### src/rtl/proc_pkg.sv
// Shared constants for the processor control unit: opcodes, time-step
// encoding and the III/XXX/YYY field positions of the 9-bit instruction.
package proc_pkg;

    localparam logic [2:0] OP_MV   = 3'b000;
    localparam logic [2:0] OP_MVI  = 3'b001;
    localparam logic [2:0] OP_ADD  = 3'b010;
    localparam logic [2:0] OP_SUB  = 3'b011;
    localparam logic [2:0] OP_MVNZ = 3'b100;

    typedef enum logic [1:0] {
        T0 = 2'd0,
        T1 = 2'd1,
        T2 = 2'd2,
        T3 = 2'd3
    } tstep_e;

    localparam int FIELD_W = 3;
    localparam int OP_MSB  = 8;
    localparam int X_MSB   = 5;
    localparam int Y_MSB   = 2;

endpackage

### src/rtl/proc_ctrl.sv
// Multi-cycle control unit: fetches III XXX YYY instructions and sequences
// T0..T3 strobes. Define PROC_CTRL_MVNZ_EN to enable the mvnz opcode (100).
module proc_ctrl
    import proc_pkg::*;
#(
    parameter int DIN_W = 9,
    parameter int OP_W  = 3
) (
    input  logic             Clock,
    input  logic             Reset,
    input  logic             Run,
    input  logic [DIN_W-1:0] DIN,
    input  logic             G_nz,
    output logic             IRin,
    output logic [OP_W-1:0]  rin_idx,
    output logic             rin_en,
    output logic [OP_W-1:0]  rout_idx,
    output logic             rout_en,
    output logic             Ain,
    output logic             Gin,
    output logic             Gout,
    output logic             DINout,
    output logic             AddSub,
    output logic             Done
);

    tstep_e           state_q, state_d;
    logic [DIN_W-1:0] ir_q;
    logic [OP_W-1:0]  opcode, fieldX, fieldY;

    assign opcode = ir_q[OP_MSB -: FIELD_W];
    assign fieldX = ir_q[X_MSB -: FIELD_W];
    assign fieldY = ir_q[Y_MSB -: FIELD_W];

`ifndef PROC_CTRL_MVNZ_EN
    logic unusedGnz;
    assign unusedGnz = G_nz;
`endif

    always_ff @(posedge Clock) begin
        if (Reset) begin
            state_q <= T0;
            ir_q    <= '0;
        end else begin
            state_q <= state_d;
            if (IRin) begin
                ir_q <= DIN;
            end
        end
    end

    // Idx outputs stay 0 whenever their enable is 0, so each branch sets both.
    always_comb begin
        state_d  = state_q;
        IRin     = 1'b0;
        rin_idx  = '0;
        rin_en   = 1'b0;
        rout_idx = '0;
        rout_en  = 1'b0;
        Ain      = 1'b0;
        Gin      = 1'b0;
        Gout     = 1'b0;
        DINout   = 1'b0;
        AddSub   = 1'b0;
        Done     = 1'b0;
        case (state_q)
            T0: begin
                IRin = Run;
                if (Run) begin
                    state_d = T1;
                end
            end
            T1: begin
                state_d = T0;
                case (opcode)
                    OP_MV: begin
                        rout_idx = fieldY;
                        rout_en  = 1'b1;
                        rin_idx  = fieldX;
                        rin_en   = 1'b1;
                        Done     = 1'b1;
                    end
                    OP_MVI: begin
                        DINout  = 1'b1;
                        rin_idx = fieldX;
                        rin_en  = 1'b1;
                        Done    = 1'b1;
                    end
                    OP_ADD, OP_SUB: begin
                        rout_idx = fieldX;
                        rout_en  = 1'b1;
                        Ain      = 1'b1;
                        state_d  = T2;
                    end
`ifdef PROC_CTRL_MVNZ_EN
                    OP_MVNZ: begin
                        rout_idx = fieldY;
                        rout_en  = 1'b1;
                        rin_idx  = G_nz ? fieldX : '0;
                        rin_en   = G_nz;
                        Done     = 1'b1;
                    end
`endif
                    default: begin
                        Done = 1'b1;
                    end
                endcase
            end
            T2: begin
                rout_idx = fieldY;
                rout_en  = 1'b1;
                Gin      = 1'b1;
                AddSub   = opcode[0];
                state_d  = T3;
            end
            T3: begin
                Gout    = 1'b1;
                rin_idx = fieldX;
                rin_en  = 1'b1;
                Done    = 1'b1;
                state_d = T0;
            end
            default: begin
                state_d = T0;
            end
        endcase
    end

endmodule

### config.mk
export PLATFORM = sky130hd
export DESIGN_NAME = proc_ctrl
export DESIGN_NICKNAME = d
export VERILOG_FILES = /design/src/rtl/proc_pkg.sv /design/src/rtl/proc_ctrl.sv
export SDC_FILE = /design/constraint.sdc
export NUM_CORES = 1
export LEC_CHECK = 0
export ABC_AREA = 1
export BUFFER_PORTS_ARGS = -buffer_cell sky130_fd_sc_hd__clkbuf_2
export CAP_MARGIN = 20
export CELL_PAD_IN_SITES_DETAIL_PLACEMENT = 0
export CELL_PAD_IN_SITES_GLOBAL_PLACEMENT = 1
export CORE_ASPECT_RATIO = 0.75
export CORE_MARGIN = 5
export CORE_UTILIZATION = 32
export DETAILED_ROUTE_END_ITERATION = 12
export GPL_TIMING_DRIVEN = 0
export PLACE_DENSITY_LB_ADDON = 0.1
export SYNTH_ARGS = -nofsm -noshare
export SYNTH_HDL_FRONTEND = slang
export SYNTH_SLANG_ARGS = --single-unit
### constraint.sdc
create_clock -name Clock -period 1.85 [get_ports Clock]
set_input_delay 0.555 -clock Clock [delete_from_list [all_inputs] [get_ports Clock]]
set_output_delay 0.555 -clock Clock [all_outputs]
set_load 0.01 [all_outputs]
==> results.cfg, run 1 <==
[setup_path]
critPathKind = reg -> out
r2r_cells = 7
start_kind = flop
worstReg2RegStart = state_q[0]
critPathCaptureType = primary output
r2r-end = ir_q[1]
cp.arrival_ns = 1.39
cp-startpoint = state_q[0]
cp_max_fo = 4
rrSetupSlack_ns = 0.48
required_ns = 1.29

[die]
pin_count = 28
die_area_sq_um = 3270
fp-row-count = 14
die_h_um = 50.8
initial_core_util = 0.344
die_x_um = 64.4
core_area_sq_um = 2070

[cells_and_area]
syn_to_final_growth_pct = 51.4
design_area_sq_um = 1080
nNetsFinal = 158
diodes = 0
drive_gt1_frac = 0.532
nFillCells = 217

[flow_run]
maxCapViolCount = 0

[sta]
fin_crit_sh = 1.05
worstMarginPinSlew_ns = 0.276
period_needed_ns = 1.94
fin_ws_ns = -0.0925
hold_violations = 0
skew_ns = 0.00106
slew_headroom = 0.816
setup_viol = 8
finalMaxSlewViolations = 0
grt_setup_unrepaired = yes
fmax_mhz = 515
setup_tns_ns = -0.492

[cts]
worstSkewPairLatency_ns = 0.27
clock-sinks = 11
htreeDepth = 1
cts_tree = yes
numCtsBuffers = 3
root_buffer = clkbuf_4
clkTransAtPathRegs_ns = 0.08
ctsHoldBuffers = 0
clockBufferDepth = 2

[drt]
remaining_drc_errors = 0
drt_pre_antenna_iters = 4
ant_nets = 0
vias = 747
drtIter0Drc = 21
routed_wl_mm = 1.96
vias_per_cell = 4.58
avgRoutedWirePerCell_um = 12.0

[synthesis]
synth_ff_type = dfxtp_1
syn_area_sq_um = 711
ys_seq_area_frac = 0.310
synth-seq-cells = 11
avgSynthCellArea_sq_um = 7.18
ys.warnings.count = 0
synth_area_leader_cell = dfxtp_1
syn_nets = 117
yosys-top-cells-area = dfxtp_1 31%, a211oi_2 11%, nand2_1 11%
synth_top_area_frac = 0.310
synth_common_cells = 20 x nand2_1, 17 x inv_1, 11 x dfxtp_1, 11 x nor2_1
ys_async_sr_fraction = 0
yosysMostFrequentCell = nand2_1
synth_edf_count = 0
yosysUniqueCellTypes = 16
syn_inst = 99

[placed_design]
hpwl_mm = 1.39
gp_routability_congestion = 0.744
port_buffers = 26
place_area_sq_um = 871
dpl_worst_slack_ns = 0.0439

[power]
ir_worst_vdd_v = 0.000271
totalPowerFinal_mw = 0.652
pwr_density_cell_nw_per_um2 = 606
p_leak_nw = 0.508

[global_routing]
grt_first_pass_wirelength_mm = 3.13
grt_max_degree = 11
overflow = 0
grt_pass1_vias = 707
grtUsageTotal = 0.125
antenna_found_initial = 0

[worst_hold_path]
hold_class = in -> reg
whs_endpoint = ir_q[5]
min_from = Reset
whs_path_depth = 2

[status]
violations = negative setup slack
outcome = finished with violations
stage by stage:
step / hold slack, ns / instances / util
floorplan: 0.457 / 99 / -
global placement: 0.472 / 149 / 0.421
detailed placement: 0.473 / 149 / 0.421
CTS: 0.450 / 160 / 0.493
global route: 0.446 / 163 / 0.521
finish: 0.454 / 163 / 0.521
layer usage:
metal | wire, um | share of wire | up-vias | GRT usage
met3 | 124 | 0.063 | 2 | 0.0526
met2 | 854 | 0.44 | 17 | 0.195
met4 | 10 | 0.0051 | 0 | 0.0526
met1 | 974 | 0.50 | 331 | 0.153
li1 | - | - | 397 | -
met5 | 0 | 0 | - | 0
worst max-delay path, stage by stage (launching register included):
cell and delay, ns:
dfxtp_4 0.39, clkinvlp_4 0.14, ha_4 0.32, inv_4 0.04, a21oi_2 0.08, buf_2 0.13
cell usage in the layout, fill, tap and decap left out:
| cell type | count |
|---|---|
| dfxtp_1 | 8 |
| a21oi_1 | 4 |
| nand2_4 | 1 |
| ha_4 | 4 |
| nand2_1 | 18 |
| clkbuf_1 | 1 |
| buf_2 | 11 |
| nand3_1 | 4 |
| buf_4 | 8 |
| o21ai_1 | 1 |
| clkinvlp_4 | 1 |
| inv_4 | 3 |
| inv_1 | 11 |
| a211oi_2 | 6 |
| nor2_1 | 10 |
| nand3_2 | 1 |
| o21ai_0 | 2 |
| dfxtp_4 | 2 |
| nor2_2 | 3 |
| clkbuf_2 | 15 |
| nand4_1 | 5 |
| a21oi_2 | 3 |
| dfxtp_2 | 1 |
| nand2_2 | 2 |
| ha_1 | 1 |
| inv_2 | 5 |
| buf_6 | 5 |
| clkbuf_4 | 3 |
cell families (layout without fill, tap and decap cells):
family                   after synthesis  after routing  synth area share
AO/OA/AOI/OAI                         16             16             0.181
flip-flops                            11             11             0.310
AND/OR/NAND/NOR                       44             44             0.276
buffers and inverters                 23             63             0.144
adder cells (fa/ha/maj)                5              5            0.0880
cell type report:
class	instances	area [sq um]	area share
Clock buffer	4	26.3	0.0244
Sequential cell	11	229	0.213
Multi-Input combinational cell	65	458	0.426
Buffer	3	27.5	0.0256
Timing Repair Buffer	36	219	0.203
Tap cell	24	30.0	0.0279
Inverter	20	86.3	0.0802
how the worst max path moves through the flow:
| stage | to | cells after the start |
|---|---|---|
| global route | rout_idx[2] | 5 |
| floorplan | rin_idx[0] | 6 |
| global placement | rout_idx[0] | 7 |
| CTS | rout_idx[2] | 5 |
| detailed placement | rin_idx[0] | 8 |
| finish | rout_idx[0] | 5 |
power breakdown:
part	leakage [nW]	switching, mW	internal, mW
clock	0.0150	0.0885	0.0835
combinational	0.401	0.113	0.0920
sequential	0.0925	0.0192	0.256
total	0.508	0.221	0.431
timing repair:
action | CTS | global route
setup endpoints to repair | 14 | 13
gates resized for setup | 21 | 21
gates cloned | 1 | 0
setup buffers | 6 | 3
pin swaps | 6 | 4
sequential cells by signal (all words and copies together) (netlist names), named ones only:
signal / cells
state_q: 1
ir_q: 9
Power figures use the tool's default switching activity.
==> run 2, diff against run 1 <==
--- a/config.mk
+++ b/config.mk
@@ -6,14 +6,14 @@
 export NUM_CORES = 1
 export LEC_CHECK = 0
 export ABC_AREA = 1
-export BUFFER_PORTS_ARGS = -buffer_cell sky130_fd_sc_hd__clkbuf_2
 export CAP_MARGIN = 20
 export CELL_PAD_IN_SITES_DETAIL_PLACEMENT = 0
 export CELL_PAD_IN_SITES_GLOBAL_PLACEMENT = 1
 export CORE_ASPECT_RATIO = 0.75
 export CORE_MARGIN = 5
-export CORE_UTILIZATION = 32
+export CORE_UTILIZATION = 35
 export DETAILED_ROUTE_END_ITERATION = 12
+export DONT_BUFFER_PORTS = 1
 export GPL_TIMING_DRIVEN = 0
 export PLACE_DENSITY_LB_ADDON = 0.1
 export SYNTH_ARGS = -nofsm -noshare
==> constraint.sdc (replaced) <==
create_clock -name Clock -period 2.2 [get_ports Clock]
set_input_delay 0.66 -clock Clock [delete_from_list [all_inputs] [get_ports Clock]]
set_output_delay 0.66 -clock Clock [all_outputs]
set_load 0.01 [all_outputs]
==> run 2 against run 1 <==
Sequential power fell by 16%; final cell count fell by 22%; combinational power fell by 43%; the run now ends clean; critical endpoint is now rin_idx[2]; die area fell by 7.1%; worst hold slack got worse by 0.0085 ns; wire length fell by 17%.
==> results.cfg, run 2 (same netlist as run 1, synthesis figures left out) <==
[status]
outcome = complete, no violations

[drt]
drt_pre_antenna_iters = 2
vias_per_cell = 4.76
drtIter0Drc = 15
vias = 604
avgRoutedWirePerCell_um = 12.8
ant_nets = 0
routed_wl_mm = 1.63
remaining_drc_errors = 0

[power]
comb_power_share = 0.239
p_int_mw = 0.323
pwr-share-clk = 0.287
p_seq_frac = 0.474
power.switching_mw = 0.164
pwr_density_cell_nw_per_um2 = 608
totalPowerFinal_mw = 0.487
p_leak_nw = 0.338
swShare = 0.337
ir_worst_vdd_v = 0.000458

[setup_path]
crit_slowest_cell = dfxtp_2
cp_max_fo = 9
slowest_delay_ns = 0.35
crit_path_frequent_cell = inv_2
cp.arrival_ns = 1.40
critPathKind = reg -> out
crit_chain = inv_2 -> ha_1 -> buf_6 -> nand3_1 -> nand2_2 -> inv_2 -> nor2_2
start_kind = flop
r2r_cells = 6
required_ns = 1.54
rrSetupSlack_ns = 0.90
worstReg2RegStart = state_q[0]
r2r-end = ir_q[2]
critPathCaptureType = primary output

[sta]
hold_violations = 0
grt_setup_unrepaired = yes
period_needed_ns = 2.06
setup_viol = 0
skew_ns = 0.00445
slew_headroom = 0.756
fin_crit_sh = 0.938
fmax_mhz = 485
fin_ws_ns = 0.136
finalMaxSlewViolations = 0
worstMarginPinSlew_ns = 0.362

[cts]
clkTransAtPathRegs_ns = 0.08
ctsHoldBuffers = 0
post_cts.repair.setup_buffers = 0
clock-sinks = 11
cts_tree = yes
htreeDepth = 1
worstSkewPairLatency_ns = 0.27
root_buffer = clkbuf_4
numCtsBuffers = 3
clockBufferDepth = 2

[cells_and_area]
top_regs = ir_q (9), state_q (1)
regMostFlops = ir_q
final_cell_mix = 19 x nand2_1, 15 x inv_1, 9 x dfxtp_1, 8 x nor2_1, 6 x a211oi_2
nNetsFinal = 122
nFillCells = 221
drive_gt1_frac = 0.301
syn_to_final_growth_pct = 12.7
layout_commonest_cell = nand2_1
diodes = 0
largest_reg_flops = 9

[die]
initial_core_util = 0.362
fp-row-count = 14
die_h_um = 49.0
pin_count = 28
die_x_um = 62.0
core_area_sq_um = 1960
die_area_sq_um = 3040

[global_routing]
grt_max_degree = 11
grt_first_pass_wirelength_mm = 2.70
grtUsageTotal = 0.120
grt_pass1_vias = 585
antenna_found_initial = 0
overflow = 0

[worst_hold_path]
whs_endpoint = ir_q[5]
min_from = Reset
hold_class = in -> reg
whs_path_depth = 1

[placed_design]
dpl_worst_slack_ns = 0.212
port_buffers = 0
gp_routability_congestion = 0.776
hpwl_mm = 1.31

[flow_run]
maxCapViolCount = 0
==> run 2: cell count changes in the layout (fill, tap and decap cells not counted), sizes merged <==
cell,delta
clkbuf,-16
inv,+1
clkinvlp,-1
buf,-21
clkinv,+1
==> run 2: power groups by stage <==
| stage | combinational (mW) | sequential [mW] | clock (mW) |
|---|---|---|---|
| after floorplan | 0.0931 | 0.231 | 0 |
| after global placement | 0.111 | 0.235 | 0 |
| after detailed placement | 0.112 | 0.235 | 0 |
| after CTS | 0.113 | 0.231 | 0.145 |
| after global routing | 0.133 | 0.233 | 0.155 |
| final | 0.116 | 0.231 | 0.139 |
==> run 2: critical path: cells and delay by family, from the launching register on <==
family	cells	cell delay, ns
AND/OR/NAND/NOR	3	0.36
flip-flops	1	0.35
buffers and inverters	3	0.27
adder cells (fa/ha/maj)	1	0.15
==> run 2: how the worst max path moves through the flow <==
stage / startpoint / to / slack [ns] / cells after the start
2_1_floorplan: state_q[0] / rin_idx[0] / 0.41 / 6
3_3_place_gp: state_q[0] / rout_idx[0] / 0.22 / 6
3_5_place_dp: state_q[0] / rout_idx[0] / 0.21 / 6
4_1_cts: flop / rin_idx[1] / -0.02 / 7
5_1_grt: flop / rin_idx[1] / -0.004 / 7
6_report: flop / rin_idx[2] / 0.14 / 7
==> run 2: final cells by class <==
type	count	area, sq um	share of cell area
plain buffers	3	27.5	0.0344
well taps	24	30.0	0.0375
clock buffers	3	22.5	0.0281
multi-input cells	65	418	0.522
inverters	20	75.1	0.0938
clock inverters	1	5.00	0.00625
flip-flops and latches	11	223	0.278
==> run 2: per-stage QoR <==
stage	instance area, sq um	TNS, ns	hold slack, ns	utilization	instances
6_report	801	0	0.446	0.408	127
5_1_grt	801	-0.00441	0.428	0.408	127
4_1_cts	772	-0.0559	0.439	0.393	127
3_5_place_dp	741	0	0.482	0.378	123
3_3_place_gp	741	0	0.476	0.378	123
2_1_floorplan	711	0	0.457	-	99
==> run 2: per-layer routing <==
metal / track usage / share of wire
met5: 0 / 0
met4: 0.0212 / 0.0061
met3: 0.0556 / 0.064
met2: 0.164 / 0.43
met1: 0.172 / 0.50
==> run 2: timing repair <==
item,in CTS,in global routing
endpoints found under the hold margin,0,0
endpoints found under the setup margin,5,5
gates resized for setup,2,10
==> run 3, diff against run 2 <==
--- a/config.mk
+++ b/config.mk
@@ -11,7 +11,7 @@
 export CELL_PAD_IN_SITES_GLOBAL_PLACEMENT = 1
 export CORE_ASPECT_RATIO = 0.75
 export CORE_MARGIN = 5
-export CORE_UTILIZATION = 35
+export CORE_UTILIZATION = 25
 export DETAILED_ROUTE_END_ITERATION = 12
 export DONT_BUFFER_PORTS = 1
 export GPL_TIMING_DRIVEN = 0
==> run 3 against run 2 <==
Worst hold slack improved by 0.039 ns; critical path depth did not move; fmax fell by 1.7%; count of clock-buffer cells in the layout rose by 1; total power rose by 14%; clock skew fell by 0.0016 ns; cell area rose by 2.2%; highest routed layer unchanged.
==> results.cfg, run 3 (same netlist as run 1, synthesis figures left out) <==
[placed_design]
port_buffers = 0
place_area_sq_um = 756
gp_routability_congestion = 0.744
hpwl_mm = 1.54
placed_cells = 135

[setup_path]
rrSetupSlack_ns = 0.89
required_ns = 1.54
critPathCaptureType = primary output
crit_buf_inv = 3
cp.depth = 7
start_kind = flop
worstReg2RegStart = state_q[0]
critPathTopFamily = flip-flops
slowest_delay_ns = 0.35
cp.arrival_ns = 1.44
crit_chain = inv_2 -> ha_1 -> buf_6 -> nand4_1 -> nand2_1 -> inv_1 -> a21oi_1
critPathKind = reg -> out
r2r-end = ir_q[0]
r2r_cells = 6
crit_slowest_cell = dfxtp_1
cp_max_fo = 9

[cells_and_area]
largest_reg_flops = 9
regMostFlops = ir_q
final_cell_mix = 19 x nand2_1, 15 x inv_1, 10 x dfxtp_1, 8 x nor2_1, 6 x a211oi_2
drive_gt1_frac = 0.272
diodes = 0
syn_to_final_growth_pct = 15.1
layout_commonest_cell = nand2_1
top_regs = ir_q (9), state_q (1)
instances_no_fill = 139
nNetsFinal = 122
design_area_sq_um = 818

[sta]
period_needed_ns = 2.10
finalMaxSlewViolations = 0
skew_ns = 0.00283
fmax_mhz = 476
grt_setup_unrepaired = no
hold_violations = 0
fin_crit_sh = 0.955
setup_viol = 0
worstMarginPinSlew_ns = 0.370
slew_headroom = 0.751
setup_tns_ns = 0

[global_routing]
grt_first_pass_wirelength_mm = 3.07
grt_max_degree = 11
use_met2 = 0.148
use_met1 = 0.120
antenna_found_initial = 0
grt_pass1_vias = 641
grtUsageTotal = 0.101
gr-usage-met3 = 0.0560
grt-busiest-layer = met2
overflow = 0

[die]
initial_core_util = 0.267
fp-row-count = 16
die_x_um = 71.6
core_area_sq_um = 2660
pin_count = 28
die_h_um = 56.2
die_area_sq_um = 4020

[worst_hold_path]
whs_endpoint = ir_q[5]
whs_path_depth = 1
min_from = Reset
hold_class = in -> reg

[cts]
root_buffer = clkbuf_8
clkTransAtPathRegs_ns = 0.05
clock-sinks = 11
cts_tree = yes
worstSkewPairLatency_ns = 0.24
numCtsBuffers = 3
clockBufferDepth = 2
htreeDepth = 1

[drt]
drtIter0Drc = 20
avgRoutedWirePerCell_um = 14.0
remaining_drc_errors = 0
routed_wl_mm = 1.95
vias = 631
drt_pre_antenna_iters = 4
ant_nets = 0
vias_per_cell = 4.54

[flow_run]
maxCapViolCount = 0

[power]
ir_worst_vdd_v = 0.000345
p_leak_nw = 0.341
pwr_density_cell_nw_per_um2 = 677

[status]
outcome = complete, no violations
-- run 3: cell count changes in the layout (fill, tap and decap cells not counted), sizes merged --
cell,change
clkbuf,+1
clkinv,-1
-- run 3: how the worst max path moves through the flow --
stage | start | end | slack, ns
2_1_floorplan | state_q[0] | rin_idx[0] | 0.41
3_3_place_gp | state_q[0] | rout_idx[2] | 0.21
3_5_place_dp | state_q[0] | rout_idx[2] | 0.19
4_1_cts | flop | rin_idx[1] | -0.04
5_1_grt | flop | rin_idx[2] | 0.02
6_report | flop | rout_idx[0] | 0.1
-- run 3: metrics by stage --
stage | util | setup slack, ns | power [mW] | hold slack, ns
after floorplan | - | 0.413 | 0.324 | 0.457
final | 0.307 | 0.100 | 0.554 | 0.485
after global placement | 0.284 | 0.206 | 0.349 | 0.479
after detailed placement | 0.284 | 0.186 | 0.351 | 0.482
after global routing | 0.307 | 0.0152 | 0.587 | 0.481
after CTS | 0.302 | -0.0384 | 0.559 | 0.480
-- run 3: cell type report --
cell class              count  area [sq um]
plain buffers               3          27.5
clock buffers               4          45.0
fillers                   311          1840
inverters                  20          75.1
multi-input cells          65           404
flip-flops and latches     11           221
well taps                  36          45.0
-- run 3: layer usage --
metal	up-vias	wire length, um
met4	0	24
li1	321	-
met5	-	0
met2	21	816
met3	2	177
met1	287	932
-- run 3: timing repair --
action | in CTS | in global routing
pin swaps | 0 | 1
hold buffers | 0 | 0
setup endpoints to repair | 5 | 5
buffers inserted | 0 | 0
resized for setup | 1 | 8
-- run 3: power breakdown --
part	internal (mW)	total, mW	switching, mW
clock	0.127	0.204	0.0766
sequential	0.217	0.232	0.0150
combinational	0.0392	0.118	0.0792
total	0.383	0.554	0.171
